$ cat src/rtl/display_pkg.sv
// Shared constants for the display scan path: digit codes, scan state encoding
// and the anode idle level.
package display_pkg;

  localparam logic [1:0] CODE_ERR   = 2'b00;
  localparam logic [1:0] CODE_ONE   = 2'b01;
  localparam logic [1:0] CODE_TWO   = 2'b10;
  localparam logic [1:0] CODE_THREE = 2'b11;

  localparam logic [1:0] IDLE  = 2'd0;
  localparam logic [1:0] BLANK = 2'd1;
  localparam logic [1:0] SHOW  = 2'd2;

  localparam logic ANODE_OFF = 1'b1;

  typedef enum logic [1:0] {
    ST_IDLE  = IDLE,
    ST_BLANK = BLANK,
    ST_SHOW  = SHOW
  } scan_state_t;

  function automatic int max2(input int a, input int b);
    return (a > b) ? a : b;
  endfunction

endpackage

$ cat src/rtl/display_scan_controller_scan_timer.sv
// Terminal-count phase timer: counts 0..i_last while enabled, flags the last
// cycle and wraps to 0 so the next phase starts without a gap.
module scan_timer #(
  parameter int CNT_W = 2
) (
  input  logic             i_clk,
  input  logic             i_rst,
  input  logic             i_clear,
  input  logic             i_enable,
  input  logic [CNT_W-1:0] i_last,
  output logic             o_done
);

  logic [CNT_W-1:0] r_count;

  assign o_done = i_enable && (r_count == i_last);

  // NOTE: state registers use <= so every flop samples pre-edge values,
  // independent of the order the simulator evaluates processes in.
  always_ff @(posedge i_clk) begin
    if (i_rst || i_clear) begin
      r_count <= '0;
    end else if (i_enable) begin
      r_count <= o_done ? '0 : r_count + 1'b1;
    end
  end

endmodule

$ cat src/rtl/display_scan_controller.sv
// Multiplexed 7-segment scan controller with blanking dead-time between digits.
// Optional per-digit blinking is enabled by defining DISPLAY_SCAN_BLINK_EN.
module display_scan_controller
  import display_pkg::*;
#(
  parameter int NUM_DIGITS   = 4,
  parameter int SHOW_CYCLES  = 50000,
  parameter int BLANK_CYCLES = 16
`ifdef DISPLAY_SCAN_BLINK_EN
  ,
  parameter int BLINK_FRAMES = 32
`endif
) (
  input  logic                    CLK,
  input  logic                    RST,
  input  logic                    EN,
  input  logic [2*NUM_DIGITS-1:0] DIGITS,
`ifdef DISPLAY_SCAN_BLINK_EN
  input  logic [NUM_DIGITS-1:0]   BLINK_MASK,
`endif
  output logic [1:0]              BCD_SEL,
  output logic [NUM_DIGITS-1:0]   ANODES,
  output logic [((NUM_DIGITS > 2) ? $clog2(NUM_DIGITS) : 1)-1:0] DIGIT_IDX,
  output logic                    FRAME_DONE
);

  localparam int IDX_W = (NUM_DIGITS > 2) ? $clog2(NUM_DIGITS) : 1;
  localparam int CNT_W = $clog2(max2(SHOW_CYCLES, BLANK_CYCLES));
  localparam logic [CNT_W-1:0] SHOW_LAST  = CNT_W'(SHOW_CYCLES - 1);
  localparam logic [CNT_W-1:0] BLANK_LAST = CNT_W'(BLANK_CYCLES - 1);
  localparam logic [IDX_W-1:0] IDX_LAST   = IDX_W'(NUM_DIGITS - 1);
  localparam logic [NUM_DIGITS-1:0] ALL_OFF = {NUM_DIGITS{ANODE_OFF}};

  scan_state_t           r_state, w_state_nxt;
  logic [IDX_W-1:0]      r_idx, w_idx_nxt;
  logic [1:0]            r_bcd, w_bcd_nxt;
  logic [NUM_DIGITS-1:0] r_anodes, w_anodes_nxt, w_lit;
  logic                  r_frame_done, w_frame_done_nxt;
  logic [CNT_W-1:0]      w_last;
  logic                  w_done;

`ifdef DISPLAY_SCAN_BLINK_EN
  localparam int FR_W = (BLINK_FRAMES > 2) ? $clog2(BLINK_FRAMES) : 1;
  logic [FR_W-1:0] r_frame_cnt;
  logic            r_blink_phase;
`endif

  assign w_last = (r_state == ST_SHOW) ? SHOW_LAST : BLANK_LAST;

  scan_timer #(.CNT_W(CNT_W)) u_timer (
    .i_clk    (CLK),
    .i_rst    (RST),
    .i_clear  (!EN || (r_state == ST_IDLE)),
    .i_enable (EN && (r_state != ST_IDLE)),
    .i_last   (w_last),
    .o_done   (w_done)
  );

  // NOTE: every signal gets a default before the case so no path leaves one
  // unassigned, which would otherwise infer a latch.
  always_comb begin
    w_state_nxt      = r_state;
    w_idx_nxt        = r_idx;
    w_bcd_nxt        = r_bcd;
    w_anodes_nxt     = r_anodes;
    w_frame_done_nxt = 1'b0;

    w_lit        = ALL_OFF;
    w_lit[r_idx] = ~ANODE_OFF;
`ifdef DISPLAY_SCAN_BLINK_EN
    if (r_blink_phase && BLINK_MASK[r_idx]) w_lit[r_idx] = ANODE_OFF;
`endif

    if (!EN) begin
      w_state_nxt  = ST_IDLE;
      w_idx_nxt    = '0;
      w_anodes_nxt = ALL_OFF;
    end else begin
      case (r_state)
        ST_IDLE: begin
          w_state_nxt  = ST_BLANK;
          w_idx_nxt    = '0;
          w_anodes_nxt = ALL_OFF;
        end
        ST_BLANK: if (w_done) begin
          w_state_nxt  = ST_SHOW;
          w_bcd_nxt    = DIGITS[{r_idx, 1'b0} +: 2];
          w_anodes_nxt = w_lit;
        end
        ST_SHOW: if (w_done) begin
          w_state_nxt  = ST_BLANK;
          w_anodes_nxt = ALL_OFF;
          if (r_idx == IDX_LAST) begin
            w_idx_nxt        = '0;
            w_frame_done_nxt = 1'b1;
          end else begin
            w_idx_nxt = r_idx + 1'b1;
          end
        end
        default: begin
          w_state_nxt  = ST_IDLE;
          w_idx_nxt    = '0;
          w_anodes_nxt = ALL_OFF;
        end
      endcase
    end
  end

  always_ff @(posedge CLK) begin
    if (RST) begin
      r_state      <= ST_IDLE;
      r_idx        <= '0;
      r_bcd        <= CODE_ERR;
      r_anodes     <= ALL_OFF;
      r_frame_done <= 1'b0;
    end else begin
      r_state      <= w_state_nxt;
      r_idx        <= w_idx_nxt;
      r_bcd        <= w_bcd_nxt;
      r_anodes     <= w_anodes_nxt;
      r_frame_done <= w_frame_done_nxt;
    end
  end

`ifdef DISPLAY_SCAN_BLINK_EN
  // Phase flips on the same edge as the wrap, so it applies from digit 0 on.
  always_ff @(posedge CLK) begin
    if (RST || !EN) begin
      r_frame_cnt   <= '0;
      r_blink_phase <= 1'b0;
    end else if (w_frame_done_nxt) begin
      if (r_frame_cnt == FR_W'(BLINK_FRAMES - 1)) begin
        r_frame_cnt   <= '0;
        r_blink_phase <= ~r_blink_phase;
      end else begin
        r_frame_cnt <= r_frame_cnt + 1'b1;
      end
    end
  end
`endif

  assign BCD_SEL    = r_bcd;
  assign ANODES     = r_anodes;
  assign DIGIT_IDX  = r_idx;
  assign FRAME_DONE = r_frame_done;

endmodule

$ cat config.mk
export PLATFORM = sky130hd
export DESIGN_NAME = display_scan_controller
export DESIGN_NICKNAME = d
export VERILOG_FILES = /design/src/rtl/display_pkg.sv /design/src/rtl/display_scan_controller_scan_timer.sv /design/src/rtl/display_scan_controller.sv
export SDC_FILE = /design/constraint.sdc
export NUM_CORES = 1
export LEC_CHECK = 0
export BUFFER_PORTS_ARGS = -buffer_cell sky130_fd_sc_hd__buf_2
export CORE_ASPECT_RATIO = 0.75
export CORE_MARGIN = 2
export CORE_UTILIZATION = 35
export CTS_CLUSTER_SIZE = 24
export DETAILED_ROUTE_END_ITERATION = 8
export PLACE_DENSITY = 0.51
export SLEW_MARGIN = 20
export SYNTH_ARGS = -nofsm -noshare
export SYNTH_HDL_FRONTEND = slang
export SYNTH_SLANG_ARGS = --single-unit
$ cat constraint.sdc
create_clock -name CLK -period 3.3 [get_ports CLK]
set_input_delay 0.33 -clock CLK [delete_from_list [all_inputs] [get_ports CLK]]
set_output_delay 0.33 -clock CLK [all_outputs]
set_load 0.01 [all_outputs]
==> impl_metrics.yaml <==
finish:
  final_cell_area_um2: 1506
  area.growth.synth_to_final_pct: 13.26
  multiInputGateArea_um2: 742.0
  layout-drive-gt1-share_pct: 19.76
  fillCellCount: 395
  diodes: 0
  nets: 184
  finalNonFillerCells: 219
  seq_area_um2: 540.5
sta:
  rsz0062_at_grt: "no"
  hold_slack_ps: 293.0
  setup_tns_ps: 0
  layout_setup_ws_ps: 1233
  finalSetupViolations: 0
  worstMarginPinSlew_ps: 666.5
  skew_ps: 4.760
  fmax_mhz: 483.7
  hold_viol: 0
  period_needed_ps: 2067
  post-route-period-util_pct: 62.65
  relSlewSlack_pct: 55.15
  timing.final.max_slew_violations: 0
placed_design:
  place_area_um2: 1461
  dp.cells: 215
  place_ws_ps: 1247
  gp_congestion: 0.7949
  hpwlAfterDp_um: 2075
  io_buffers: 19
grt:
  grt_pass1_vias: 1023
  grt_pass1_wl_um: 4567
  grt_max_degree: 16
  antenna_found_initial: 0
  gr-total-overflow: 0
  grt_use_total_pct: 13.93
synthesis:
  avgSynthCellArea_um2: 8.987
  synth_fp_nets: 164
  synthCells: 148
  yosysSeqAreaShare_pct: 40.64
  ys_top_cells_by_area: "dfxtp_1 41%, nor2_1 7.1%, xnor2_1 5.9%"
  yosysWarnings: 0
  synth-seq-cells: 27
  synth_top_area_cell: "dfxtp_1"
  yosysUniqueCellTypes: 35
  synth_top_area_share_pct: 40.64
  syn_area_um2: 1330
drt:
  antenna_left: 0
  first_iter_violations: 56
  drc_errors: 0
  viasPerCell: 4.968
  routedWlPerCell_um: 12.26
  num_vias: 1088
  drt_first_pass_iters: 4
  wirelength_um: 2684
clock_network:
  cts_tree: "built"
  cts_sinks: 27
  ctsHoldBuffers: 0
  clock_latency_ps: 270
  clk_pin_slew_worst_paths_ps: 90
  cts_max_level: 1
  cts_repair_resize_count: 0
  cts_buffer_depth: 2
  numCtsBuffers: 3
  post_cts_buffers: 0
  clockRootBuffer: "clkbuf_8"
worst_setup_path:
  cp-startpoint: "u_timer.r_count[0]"
  crit_type: "reg2reg"
  regToRegSetupSlack_ps: 1230
  cp-end-kind: "register"
  critPathBufInv: 0
  r2r_start: "u_timer.r_count[0]"
  slowest_stage: "nor4_1"
  slowest_delay_ps: 680
  cp-start-kind: "register"
  cp_common_cell: "nand3_1"
  r2r_cells: 6
  crit_required_ps: 3440
  cp.arrival_ps: 2210
  crit_chain: "ha_1 -> nand3_1 -> nor4_1 -> nand3_1 -> xor2_1 -> nor2_1"
  crit_family: "simple AND/OR/NAND/NOR gates"
  worst-path-stages: 6
  critPathMaxFanout: 5
die:
  start_util_pct: 36.33
  coreArea_um2: 3661
  boundaryPins: 20
  row_count: 19
  die_h_um: 57.39
  die_w_um: 75.18
  die_area_um2: 4314
min_path:
  worstHoldStart: "RST"
  hold_path_class: "in2reg"
  hold_path_depth: 2
status:
  status: "completed"
flow_run:
  maxCapViolCount: 0
power:
  p_per_area_nw_per_um2: 350.4
  leakage_uw: 0.0005043
  ir_drop_uv: 154.8
[through the flow]
step / util [%] / total power (uW)
6_report: 41.15 / 527.9
5_1_grt: 41.15 / 553.4
4_1_cts: 41.15 / 537.6
3_5_place_dp: 39.92 / 355.2
3_3_place_gp: 39.92 / 354.7
2_1_floorplan: - / 346.3
[registers in the layout, indices dropped and copies added (netlist names)]
signal           cells
BCD_SEL              2
FRAME_DONE           1
ANODES               4
r_state              2
u_timer.r_count     16
DIGIT_IDX            2
[final timing paths]
check                              to
setup / recovery  u_timer.r_count[12]
hold / removal             BCD_SEL[1]
setup reg to reg  u_timer.r_count[12]
hold reg to reg            BCD_SEL[1]
[per-layer routing]
metal	part of all wire (%)	GRT usage, %	vias up
li1	-	-	560
met1	54	20.15	516
met2	42	20.93	10
met3	2.8	3.710	2
met4	0.60	3.008	0
met5	0	0	-
[placed cells by master (no fill, tap or decap), types with 5 or more instances in the layout]
master and count:
inv_1 5, nor2_1 25, ha_1 5, xnor2_1 9
xor2_1 5, nand3_1 14, dfxtp_1 27, buf_2 19
nand2_1 6
[final cells by class]
type                            instances  area share [%]
Multi-Input combinational cell        112           49.25
Timing Repair Buffer                   19           6.312
Tap cell                               52           4.319
Sequential cell                        27           35.88
Inverter                                5           1.246
Clock buffer                            4           2.990
[cell families after synthesis]
kind of cell               count (synthesis)  share of synthesized area, %
AOI/OAI and AO/OA                         17                         8.655
muxes                                      2                         3.386
xor gates and xnor gates                  14                         9.219
and+or+nand+nor                           74                         29.82
adders and majority gates                  5                         4.704
buffers and inverters                      9                         3.575
DFF                                       27                         40.64
[cells in the mapped netlist, drive strengths merged]
| cell | n |
|---|---|
| a21o | 1 |
| a21oi | 4 |
| a31oi | 3 |
| and3 | 3 |
| and4 | 1 |
| buf | 4 |
| dfxtp | 27 |
| ha | 5 |
| inv | 5 |
| mux4 | 2 |
| nand2 | 6 |
| nand2b | 2 |
| nand3 | 15 |
| nand4 | 4 |
| nor2 | 25 |
| nor2b | 3 |
| nor3 | 4 |
| nor4 | 5 |
| o211ai | 2 |
| o21a | 1 |
| o21ai | 4 |
| o311a | 2 |
| or2 | 1 |
| or3 | 3 |
| or4 | 2 |
| xnor2 | 9 |
| xor2 | 5 |
[where the power goes]
| group | internal [uW] | switching, uW | leakage, uW |
|---|---|---|---|
| sequential | 326 | 1.05 | 0.000218 |
| combinational | 8.45 | 11.2 | 0.000264 |
| clock | 86.3 | 94.4 | 0.0000228 |
[worst reg2reg max path, delay by kind of cell, from the launching register on]
| family | cells | cell delay (ps) |
|---|---|---|
| DFF | 1 | 370 |
| adders and majority gates | 1 | 210 |
| xor gates and xnor gates | 1 | 170 |
| and+or+nand+nor | 4 | 1180 |
No activity file was read; power rests on OpenSTA's default activity.
